$ cat src/rtl/rv32i_pkg.sv
// Shared RV32I decode definitions: opcode encodings, bundle width, skid states.
package rv32i_pkg;

  localparam logic [6:0] OP_R      = 7'b0110011;
  localparam logic [6:0] OP_IMM    = 7'b0010011;
  localparam logic [6:0] OP_LOAD   = 7'b0000011;
  localparam logic [6:0] OP_JALR   = 7'b1100111;
  localparam logic [6:0] OP_SYS    = 7'b1110011;
  localparam logic [6:0] OP_FENCE  = 7'b0001111;
  localparam logic [6:0] OP_STORE  = 7'b0100011;
  localparam logic [6:0] OP_BRANCH = 7'b1100011;
  localparam logic [6:0] OP_LUI    = 7'b0110111;
  localparam logic [6:0] OP_AUIPC  = 7'b0010111;
  localparam logic [6:0] OP_JAL    = 7'b1101111;

  // Decoded bundle minus the immediate:
  // rd_e,rd,rs1_e,rs1,rs2_e,rs2 (18) + imm_e,pc_e,jump_e,branch_e,illegal (5) + full_inst (17).
  // Bundle width is BUNDLE_CTRL_W + XLEN.
  localparam int unsigned BUNDLE_CTRL_W = 40;

  typedef enum logic [1:0] {
    SKID_EMPTY = 2'd0,
    SKID_ONE   = 2'd1,
    SKID_FULL  = 2'd2
  } skid_state_e;

endpackage

$ cat src/rtl/decoder_comb.sv
// Combinational RV32I field extraction and illegal-instruction check.
// Bundle layout (MSB first): rd_e, rd, rs1_e, rs1, rs2_e, rs2, imm_e, pc_e,
// jump_e, branch_e, illegal, full_inst[16:0], imm[XLEN-1:0].
module decoder_comb
  import rv32i_pkg::*;
#(
  parameter int unsigned XLEN      = 32,
  parameter bit          CHK_FUNCT = 1'b1
) (
  input  logic [31:0]                   inst,
  output logic [BUNDLE_CTRL_W+XLEN-1:0] bundle
);

  logic [6:0]      opcode;
  logic [6:0]      funct7;
  logic [2:0]      funct3;
  logic [4:0]      rd_f;
  logic [4:0]      rs1_f;
  logic [4:0]      rs2_f;
  logic [XLEN-1:0] imm_i;
  logic [XLEN-1:0] imm_s;
  logic [XLEN-1:0] imm_b;
  logic [XLEN-1:0] imm_u;
  logic [XLEN-1:0] imm_j;

  assign opcode = inst[6:0];
  assign rd_f   = inst[11:7];
  assign funct3 = inst[14:12];
  assign rs1_f  = inst[19:15];
  assign rs2_f  = inst[24:20];
  assign funct7 = inst[31:25];

  assign imm_i = {{(XLEN-12){inst[31]}}, inst[31:20]};
  assign imm_s = {{(XLEN-12){inst[31]}}, inst[31:25], inst[11:7]};
  assign imm_b = {{(XLEN-13){inst[31]}}, inst[31], inst[7], inst[30:25], inst[11:8], 1'b0};
  assign imm_u = {{(XLEN-31){inst[31]}}, inst[30:12], 12'b0};
  assign imm_j = {{(XLEN-21){inst[31]}}, inst[31], inst[19:12], inst[20], inst[30:21], 1'b0};

  logic            rd_e, rs1_e, rs2_e, imm_e, pc_e, jump_e, branch_e;
  logic            known, bad_funct, illegal, keep_f3, keep_f7;
  logic [4:0]      rs1_idx;
  logic [XLEN-1:0] imm;
  logic [16:0]     full;

  // Per-format enables, immediate select and funct legality.
  always_comb begin
    rd_e      = 1'b0;
    rs1_e     = 1'b0;
    rs2_e     = 1'b0;
    imm_e     = 1'b0;
    pc_e      = 1'b0;
    jump_e    = 1'b0;
    branch_e  = 1'b0;
    known     = 1'b1;
    bad_funct = 1'b0;
    keep_f3   = 1'b0;
    keep_f7   = 1'b0;
    rs1_idx   = rs1_f;
    imm       = '0;
    case (opcode)
      OP_R: begin
        rd_e = 1'b1; rs1_e = 1'b1; rs2_e = 1'b1;
        keep_f3 = 1'b1; keep_f7 = 1'b1;
        if (CHK_FUNCT) begin
          if (funct7 == 7'b0100000)
            bad_funct = (funct3 != 3'b000) && (funct3 != 3'b101);
          else
            bad_funct = (funct7 != 7'b0000000);
        end
      end
      OP_IMM, OP_LOAD, OP_SYS, OP_FENCE, OP_JALR: begin
        rd_e = 1'b1; rs1_e = 1'b1; imm_e = 1'b1; keep_f3 = 1'b1;
        imm = imm_i;
        if (opcode == OP_JALR) begin
          jump_e = 1'b1;
          bad_funct = CHK_FUNCT && (funct3 != 3'b000);
        end
      end
      OP_STORE: begin
        rs1_e = 1'b1; rs2_e = 1'b1; imm_e = 1'b1; keep_f3 = 1'b1;
        imm = imm_s;
      end
      OP_BRANCH: begin
        rs1_e = 1'b1; rs2_e = 1'b1; imm_e = 1'b1; pc_e = 1'b1; branch_e = 1'b1;
        keep_f3 = 1'b1;
        imm = imm_b;
      end
      OP_LUI: begin
        rd_e = 1'b1; rs1_e = 1'b1; rs1_idx = 5'd0; imm_e = 1'b1;
        imm = imm_u;
      end
      OP_AUIPC: begin
        rd_e = 1'b1; pc_e = 1'b1; imm_e = 1'b1;
        imm = imm_u;
      end
      OP_JAL: begin
        rd_e = 1'b1; pc_e = 1'b1; jump_e = 1'b1; imm_e = 1'b1;
        imm = imm_j;
      end
      default: known = 1'b0;
    endcase
  end

  // Pack the bundle; an illegal instruction reports only its illegal flag.
  always_comb begin
    illegal = ~known | bad_funct | (inst[1:0] != 2'b11);
    full    = {keep_f7 ? funct7 : 7'b0, keep_f3 ? funct3 : 3'b0, opcode};
    if (illegal) begin
      bundle            = '0;
      bundle[XLEN + 17] = 1'b1;
    end else begin
      bundle = {rd_e & (rd_f != 5'd0), rd_f, rs1_e, rs1_idx, rs2_e, rs2_f,
                imm_e, pc_e, jump_e, branch_e, 1'b0, full, imm};
    end
  end

endmodule

$ cat src/rtl/decoder_stage.sv
// Registered RV32I decode stage with valid/ready handshake and 2-entry skid buffer.
module decoder_stage
  import rv32i_pkg::*;
#(
  parameter int unsigned XLEN      = 32,
  parameter bit          SKID_EN   = 1'b1,
  parameter bit          CHK_FUNCT = 1'b1
) (
  input  logic            clk,
  input  logic            rst_n,
  input  logic            flush,
  input  logic            in_valid,
  output logic            in_ready,
  input  logic [31:0]     in_inst,
  input  logic [XLEN-1:0] in_pc,
  output logic            out_valid,
  input  logic            out_ready,
  output logic [XLEN-1:0] out_pc,
  output logic            rd_e,
  output logic [4:0]      rd,
  output logic            rs1_e,
  output logic [4:0]      rs1,
  output logic            rs2_e,
  output logic [4:0]      rs2,
  output logic            imm_e,
  output logic [XLEN-1:0] imm,
  output logic            pc_e,
  output logic            jump_e,
  output logic            branch_e,
  output logic            illegal,
  output logic [16:0]     full_inst
);

  localparam int unsigned BW = BUNDLE_CTRL_W + XLEN;

  logic [BW-1:0]   dec_bundle, out_q, skid_q;
  logic [XLEN-1:0] out_pc_q, skid_pc_q;
  skid_state_e     state_q, state_d;
  logic            in_ready_q;
  logic            in_fire, out_fire, load_out, load_skid, promote;

  decoder_comb #(
    .XLEN      (XLEN),
    .CHK_FUNCT (CHK_FUNCT)
  ) u_decoder_comb (
    .inst   (in_inst),
    .bundle (dec_bundle)
  );

  // Without the skid slot the stage is a plain pipeline register, so FULL is unreachable.
  assign in_ready  = SKID_EN ? in_ready_q : (out_ready | ~out_valid);
  assign out_valid = (state_q != SKID_EMPTY);
  assign in_fire   = in_valid & in_ready & ~flush;
  assign out_fire  = out_valid & out_ready;

  // Skid occupancy transitions; flush overrides everything.
  always_comb begin
    state_d   = state_q;
    load_out  = 1'b0;
    load_skid = 1'b0;
    promote   = 1'b0;
    case (state_q)
      SKID_EMPTY: begin
        if (in_fire) begin
          load_out = 1'b1;
          state_d  = SKID_ONE;
        end
      end
      SKID_ONE: begin
        if (in_fire && out_fire) begin
          load_out = 1'b1;
        end else if (in_fire) begin
          load_skid = 1'b1;
          state_d   = SKID_FULL;
        end else if (out_fire) begin
          state_d = SKID_EMPTY;
        end
      end
      SKID_FULL: begin
        if (out_fire) begin
          promote = 1'b1;
          state_d = SKID_ONE;
        end
      end
      default: state_d = SKID_EMPTY;
    endcase
    if (flush) begin
      state_d   = SKID_EMPTY;
      load_out  = 1'b0;
      load_skid = 1'b0;
      promote   = 1'b0;
    end
  end

  // Occupancy state and registered in_ready.
  always_ff @(posedge clk) begin
    if (!rst_n) begin
      state_q    <= SKID_EMPTY;
      in_ready_q <= 1'b1;
    end else begin
      state_q    <= state_d;
      in_ready_q <= (state_d != SKID_FULL);
    end
  end

  // Output and skid data registers.
  always_ff @(posedge clk) begin
    if (!rst_n) begin
      out_q     <= '0;
      out_pc_q  <= '0;
      skid_q    <= '0;
      skid_pc_q <= '0;
    end else begin
      if (load_out) begin
        out_q    <= dec_bundle;
        out_pc_q <= in_pc;
      end else if (promote) begin
        out_q    <= skid_q;
        out_pc_q <= skid_pc_q;
      end
      if (load_skid) begin
        skid_q    <= dec_bundle;
        skid_pc_q <= in_pc;
      end
    end
  end

  assign {rd_e, rd, rs1_e, rs1, rs2_e, rs2, imm_e, pc_e, jump_e, branch_e,
          illegal, full_inst, imm} = out_q;
  assign out_pc = out_pc_q;

endmodule

$ cat config.mk
export PLATFORM = sky130hd
export DESIGN_NAME = decoder_stage
export DESIGN_NICKNAME = d
export VERILOG_FILES = /design/src/rtl/rv32i_pkg.sv /design/src/rtl/decoder_comb.sv /design/src/rtl/decoder_stage.sv
export SDC_FILE = /design/constraint.sdc
export NUM_CORES = 1
export LEC_CHECK = 0
export ABC_CLOCK_PERIOD_IN_PS = 3000
export CAP_MARGIN = 15
export CORE_MARGIN = 2
export CORE_UTILIZATION = 50
export CTS_CLUSTER_DIAMETER = 200
export CTS_CLUSTER_SIZE = 8
export DETAILED_ROUTE_END_ITERATION = 8
export GPL_TIMING_DRIVEN = 0
export PLACE_DENSITY = 0.83
export SLEW_MARGIN = 40
export SYNTH_ARGS = -nofsm -noshare
export SYNTH_HDL_FRONTEND = slang
export SYNTH_SLANG_ARGS = --single-unit
$ cat constraint.sdc
create_clock -name clk -period 3 [get_ports clk]
set_input_delay 0.9 -clock clk [delete_from_list [all_inputs] [get_ports clk]]
set_output_delay 0.9 -clock clk [all_outputs]
set_load 0.05 [all_outputs]
==> results.toml, run 1 <==
[run_status]
run_status = "finished clean"

[clock_tree]
cts_tree = "yes"
root_buffer = "clkbuf_16"
clk_latency_ns = 0.53
path_clk_slew_ns = 0.05
cts_max_level = 1
numCtsBuffers = 30
cts_setup_buffers = 0
clock-sinks = 211
hold_buffers = 0
clk_path_buf_depth = 3

[floorplanning]
die-area_um2 = 18200
rows = 47
die_y_um = 135
core_area_um2 = 16700
die_width_um = 135
pin_count = 175
initial_utilization_pct = 51.4

[route]
vias = 8289
routedWlPerCell_um = 19.3
ant_nets = 0
drc = 0
dr.first_iter.drc_count = 866
routed_wl_um = 26900
via_per_inst = 5.96
drt_pre_antenna_iters = 6

[power]
p_leak_nw = 3.84
peakVddDrop_mv = 0.405
clkPwrFrac_pct = 45.5
p_switching_mw = 1.57
totalPowerFinal_mw = 6.44
pwr-share-comb_pct = 9.8
p_sw_share_pct = 24.5
powerDensity_nw_per_um2 = 564
seq_power_share_pct = 44.7
p_int_mw = 4.86

[critical_path]
crit_chain = "clkdlybuf4s50_1, and2_1, clkbuf_2, and4_1, o211ai_1, nor2_1, buf_2, a22o_1"
required_ns = 3.47
end_kind = "flip-flop"
critPathMaxFanout = 10
cp_slowest_cell = "clkdlybuf4s50_1"
arrival_ns = 3.40
cp-startpoint = "in_inst[0]"
slowest_delay_ns = 0.54
reg2reg_from = "state_q[1]"
worst-setup-path-type = "input pin to flip-flop"
r2r_cells = 6
worstSetupStartpointType = "input pin"

[grt]
grt_pass1_wl_um = 42300
grt_max_degree = 15
grt_pass1_vias = 7977
antenna_found_initial = 0
gr-usage-all-layers_pct = 28.8
overflow = 0

[finish]
drive_gt1_share_pct = 6.92
nets = 1240
synthToLayoutAreaGrowth_pct = 32.9
most-common-layout-cells = "229 x nand2_1, 211 x dfxtp_1, 173 x clkdlybuf4s50_1"
diodes = 0
mostFrequentLayoutCell = "nand2_1"

[place]
dp_hpwl_um = 18700
globalplace.congestion = 0.941
portBuffers = 173

[yosys]
synthDistinctLibCells = 67
muxShareOfSynthArea_pct = 6.99
ys_seq_area_share_pct = 49.2
synth-simple-area-share_pct = 17.5
synth_edf_count = 0
syn_avg_cell_area_um2 = 8.88
synth_area_um2 = 8590
synth-async-reset-ratio_pct = 0
synth_warnings = 0
synth-xor-area-share_pct = 0.102
synth_top_family_by_area = "compound AO/OA/AOI/OAI gates"
synthCells = 967
synth_compound_area_share_pct = 21.9
synthAdderAreaFrac_pct = 0.117
ys_ff_latch = 211
synth_nets = 1036
synthFlopType = "dfxtp_1"

[timing]
finalHoldViolCount = 0
worstMarginPinSlew_ns = 0.828
maxSlewHeadroom_pct = 44.8
fin_worst_skew_ns = 0.0113
post-route-period-util_pct = 97.4
setup-violations-final = 0
period_needed_ns = 2.92
finalMaxSlewViolations = 0
fin_setup_tns_ns = 0
timing.fmax_ghz = 0.342

[worst_hold_path]
hold_path.class = "flip-flop to flip-flop"
hold_depth = 2
worstHoldStart = "skid_q[43]"

[run]
drv_cap = 0
## stage by stage
stage	hold WS (ns)	cells	setup WS, ns	utilization [%]	instance area [um2]
4_1_cts	0.450	1392	0.0636	68.1	11400
3_5_place_dp	0.431	1360	-0.446	63.4	10600
2_1_floorplan	0.415	967	0.471	-	8590
6_report	0.446	1391	0.0784	68.3	11400
3_3_place_gp	0.424	1360	-0.454	63.4	10600
5_1_grt	0.459	1391	-0.00112	68.3	11400
## cell type report
class                   instances  area, um2
plain buffers                  76        330
clock buffers                  31        776
clock inverters                 1       7.51
fillers                      1329       5290
inverters                       6       22.5
multi-input cells             673       4040
flip-flops and latches        211       4220
well taps                     220        275
repair buffers                173       1730
## logic make-up after synthesis
family,count (synthesis)
adder cells (fa/ha/maj),1
AO/OA/AOI/OAI,271
AND/OR/NAND/NOR,340
flip-flops,211
XOR/XNOR,1
buffers and inverters,83
multiplexers,60
## synthesized netlist by cell type (all sizes together) (5+ instances only)
cell type	number	area share (%)
a21oi	66	3.8
a22o	22	2.2
a22oi	12	1.0
a311oi	36	3.7
a31oi	5	0.36
and2	6	0.44
and3	8	0.58
buf	22	1.4
clkbuf	55	2.4
dfxtp	211	49
inv	5	0.22
mux2i	60	7.0
nand2	229	10
nand2b	6	0.44
nand3	6	0.35
nor2	45	2.0
nor2b	6	0.44
nor3	8	0.52
o21ai	47	2.7
o22ai	46	3.4
o2bb2ai	13	2.1
## worst max-delay path: cells and delay by family
kind / cells / cell delay (ns)
buf+inv: 3 / 1.16
simple gates: 3 / 0.93
compound gates: 2 / 0.38
## worst paths after layout
path,endpoint,slack (ns)
worst min-delay path,out_q[43],0.45
worst max register to register,out_pc[8],0.72
worst max-delay path,skid_q[57],0.08
worst min register to register,out_q[43],0.45
## power groups by stage
stage               clock network, mW  logic [mW]  registers, mW
floorplan                           0       0.212           3.05
global placement                    0       0.613           2.93
detailed placement                  0       0.615           2.93
CTS                              2.95       0.620           2.87
global route                     3.07       0.667           2.88
finish                           2.93       0.633           2.87
## state kept, by name (all words and copies together) (netlist names)
register	flops
out_q	72
in_ready	1
skid_q	72
skid_pc_q	32
out_pc	32
state_q	2
## layer usage
| layer | GRT usage (%) | vias to the layer above | share of wire, % |
|---|---|---|---|
| li1 | - | 3850 | - |
| met1 | 38.6 | 3974 | 42 |
| met2 | 47.2 | 410 | 47 |
| met3 | 5.18 | 55 | 8.8 |
| met4 | 9.38 | 0 | 2.4 |
| met5 | 0 | - | 0 |
## what timing repair did
item / 4_1_cts / 5_1_grt
endpoints found under the setup margin: 0 / 40
resized for setup: 0 / 10
endpoints found under the hold margin: 0 / 0
No activity file was read; power rests on OpenSTA's default activity.
==> run 2, diff against run 1 <==
--- a/config.mk
+++ b/config.mk
@@ -5,16 +5,18 @@
 export SDC_FILE = /design/constraint.sdc
 export NUM_CORES = 1
 export LEC_CHECK = 0
-export ABC_CLOCK_PERIOD_IN_PS = 3000
+export ABC_CLOCK_PERIOD_IN_PS = 3800
 export CAP_MARGIN = 15
+export CORE_ASPECT_RATIO = 1.1
 export CORE_MARGIN = 2
 export CORE_UTILIZATION = 50
 export CTS_CLUSTER_DIAMETER = 200
 export CTS_CLUSTER_SIZE = 8
 export DETAILED_ROUTE_END_ITERATION = 8
 export GPL_TIMING_DRIVEN = 0
-export PLACE_DENSITY = 0.83
+export PLACE_DENSITY = 0.82
 export SLEW_MARGIN = 40
 export SYNTH_ARGS = -nofsm -noshare
 export SYNTH_HDL_FRONTEND = slang
+export SYNTH_HIERARCHICAL = 1
 export SYNTH_SLANG_ARGS = --single-unit
==> constraint.sdc (replaced) <==
create_clock -name clk -period 3.8 [get_ports clk]
set_input_delay 1.14 -clock clk [delete_from_list [all_inputs] [get_ports clk]]
set_output_delay 1.14 -clock clk [all_outputs]
set_load 0.05 [all_outputs]
==> run 2 against run 1 <==
Non-clock buffer count grew 38; clock power fell by 21%; sequential power down 18%; critical path depth increased by 2.
==> results.toml, run 2 <==
[run_status]
run_status = "finished clean"

[power]
clkPwrFrac_pct = 42.3
p_sw_share_pct = 26.9
peakVddDrop_mv = 0.369
totalPowerFinal_mw = 5.47
p_leak_nw = 4.13
powerDensity_nw_per_um2 = 447
p_switching_mw = 1.47
seq_power_share_pct = 42.8
p_int_mw = 4.00
pwr-share-comb_pct = 14.9

[clock_tree]
clock-sinks = 211
ctsResizeCount = 0
clk_path_buf_depth = 3
root_buffer = "clkbuf_16"
path_clk_slew_ns = 0.05
cts_setup_buffers = 0
numCtsBuffers = 30
cts_tree = "yes"
clk_latency_ns = 0.54
hold_buffers = 0
cts_max_level = 1

[yosys]
yosys-top-cells-area = "dfxtp_1 45%, nand2_1 18%, a31oi_1 7.7%, o21ai_0 6.0%, a21boi_1 4.8%"
ys_ff_latch = 211
synth_warnings = 6
synthMostInstantiatedCell = "nand2_1"
synth-async-reset-ratio_pct = 0
syn_avg_cell_area_um2 = 7.54
synth_top_area_share_pct = 45.0
synth.largest_area_cell = "dfxtp_1"
ys_seq_area_share_pct = 45.0
synthCells = 1245
synthTopCellsByCount = "450 x nand2_1, 211 x dfxtp_1, 115 x a31oi_1, 112 x o21ai_0, 66 x clkbuf_1"
synthDistinctLibCells = 52
synth_area_um2 = 9390
synthFlopType = "dfxtp_1"
synth_edf_count = 0

[place]
portBuffers = 173
postPlaceCellArea_um2 = 11400
dp_hpwl_um = 20400
globalplace.congestion = 0.910
pre_cts_ws_ns = 0.0480

[timing]
fin_setup_tns_ns = 0
finalMaxSlewViolations = 0
setup-violations-final = 0
period_needed_ns = 3.25
finalHoldViolCount = 0
fin_ws_ns = 0.553
post-route-period-util_pct = 85.4
fin_worst_skew_ns = 0.0109
worstMarginPinSlew_ns = 0.782
rsz0062_at_grt = "false"
timing.fmax_ghz = 0.308
maxSlewHeadroom_pct = 47.9

[route]
dr.first_iter.drc_count = 652
ant_nets = 0
vias = 9521
drt_pre_antenna_iters = 5
via_per_inst = 5.61
routedWlPerCell_um = 17.0
routed_wl_um = 28900
drc = 0

[critical_path]
worstSetupStartpointType = "input pin"
reg2reg_from = "state_q[0]"
arrival_ns = 3.71
slowest_delay_ns = 0.52
endpoint = "out_q[59]"
critPathMaxFanout = 10
cp_slowest_cell = "clkdlybuf4s50_1"
reg2reg_setup_slack_ns = 1.58
path_delay_family = "compound AO/OA/AOI/OAI gates"
crit_chain = "clkdlybuf4s50_1, clkbuf_1, nor2b_1, o21ai_1, a21oi_1, nor3_4, inv_2, a211oi_1, o21ai_0, a31oi_1"
worst-setup-path-type = "input pin to flip-flop"
path_depth = 10
worstReg2RegEnd = "skid_q[47]"
required_ns = 4.26
crit_buf_inv = 3
cp-startpoint = "in_inst[4]"
r2r_cells = 6
end_kind = "flip-flop"

[grt]
grt_max_degree = 15
grt_pass1_vias = 9140
grt_pass1_wl_um = 45900
antenna_found_initial = 0
overflow = 0
gr-usage-all-layers_pct = 28.3

[floorplanning]
core_area_um2 = 18400
die-area_um2 = 19900
die_y_um = 148
rows = 52
die_width_um = 135
initial_utilization_pct = 51.0
pin_count = 175

[finish]
synthToLayoutAreaGrowth_pct = 30.2
stdcell_area_um2 = 12200
postLayoutCoreUtil_pct = 66.4
drive_gt1_share_pct = 6.53
mostFrequentLayoutCell = "nand2_1"
diodes = 0
nets = 1524
largestRegisters = "out_q (72), skid_q (72)"
most-common-layout-cells = "450 x nand2_1, 211 x dfxtp_1, 173 x clkdlybuf4s50_1"

[worst_hold_path]
worstHoldStart = "skid_q[70]"
hold_path.class = "flip-flop to flip-flop"

[run]
drv_cap = 0
==> run 2: cell types whose count changed after synthesis, moves of 22 or more <==
cell	delta
nand2_1	+221
a31oi_1	+110
o21ai_0	+68
a21boi_1	+60
mux2i_1	-58
a21oi_1	-49
a21boi_0	+44
o22ai_1	-44
a311oi_1	-36
nor2_1	-26
buf_2	+23
a22o_1	-22
==> run 2: power by group through the flow <==
stage | Combinational [mW] | Sequential (mW) | Clock, mW
after floorplan | 0.241 | 2.63 | 0
after global placement | 0.802 | 2.38 | 0
after detailed placement | 0.806 | 2.38 | 0
after CTS | 0.810 | 2.34 | 2.33
after global routing | 0.862 | 2.35 | 2.42
final | 0.815 | 2.34 | 2.31
==> run 2: worst min path at each step <==
stage                 end  slack, ns  cells past startpoint
2_1_floorplan  skid_q[11]       0.44                      2
3_3_place_gp   skid_q[67]       0.44                      2
3_5_place_dp   skid_q[69]       0.45                      2
4_1_cts        skid_q[69]       0.45                      2
5_1_grt        skid_q[52]       0.47                      2
6_report       skid_q[70]       0.45                      2
==> run 2: stage by stage <==
| stage | hold WS [ns] | instances |
|---|---|---|
| floorplan | 0.435 | 1250 |
| global placement | 0.441 | 1666 |
| detailed placement | 0.445 | 1666 |
| CTS | 0.452 | 1698 |
| global route | 0.467 | 1698 |
| finish | 0.452 | 1698 |
==> run 2: area by class of cell <==
class                   count  area (um2)
fillers                  1579        6180
multi-input cells         917        4640
flip-flops and latches    211        4220
repair buffers            173        1730
clock buffers              31         776
plain buffers             114         517
well taps                 243         304
inverters                   8        30.0
clock inverters             1        7.51
==> run 2: kinds of logic after synthesis <==
logic type / Yosys count / share of synthesized area [%]
compound gates: 370 / 24.9
xor+xnor: 1 / 0.0933
fa+ha+maj: 1 / 0.107
buf+inv: 122 / 5.82
flops: 211 / 45.0
mux: 3 / 0.333
other cells: 1 / 0.0399
simple gates: 536 / 23.8
==> run 2: layer usage <==
| metal | GRT usage (%) | share of wire, % | up-vias |
|---|---|---|---|
| li1 | - | - | 4627 |
| met1 | 36.6 | 42 | 4428 |
| met2 | 47.4 | 47 | 404 |
| met3 | 5.14 | 8.2 | 62 |
| met4 | 9.84 | 2.9 | 0 |
| met5 | 0 | 0 | - |
==> run 2: worst min-delay path, cell delays in order, from the launching register on <==
cell and delay, ns:
dfxtp_1 0.30, nand2_1 0.05, a21boi_1 0.05
==> run 3, diff against run 2 <==
--- a/config.mk
+++ b/config.mk
@@ -15,6 +15,7 @@
 export DETAILED_ROUTE_END_ITERATION = 8
 export GPL_TIMING_DRIVEN = 0
 export PLACE_DENSITY = 0.82
+export SKIP_LAST_GASP = 1
 export SLEW_MARGIN = 40
 export SYNTH_ARGS = -nofsm -noshare
 export SYNTH_HDL_FRONTEND = slang
==> results of run 3 <==
The final DEF is identical to that of run 2; final timing and power are the same.
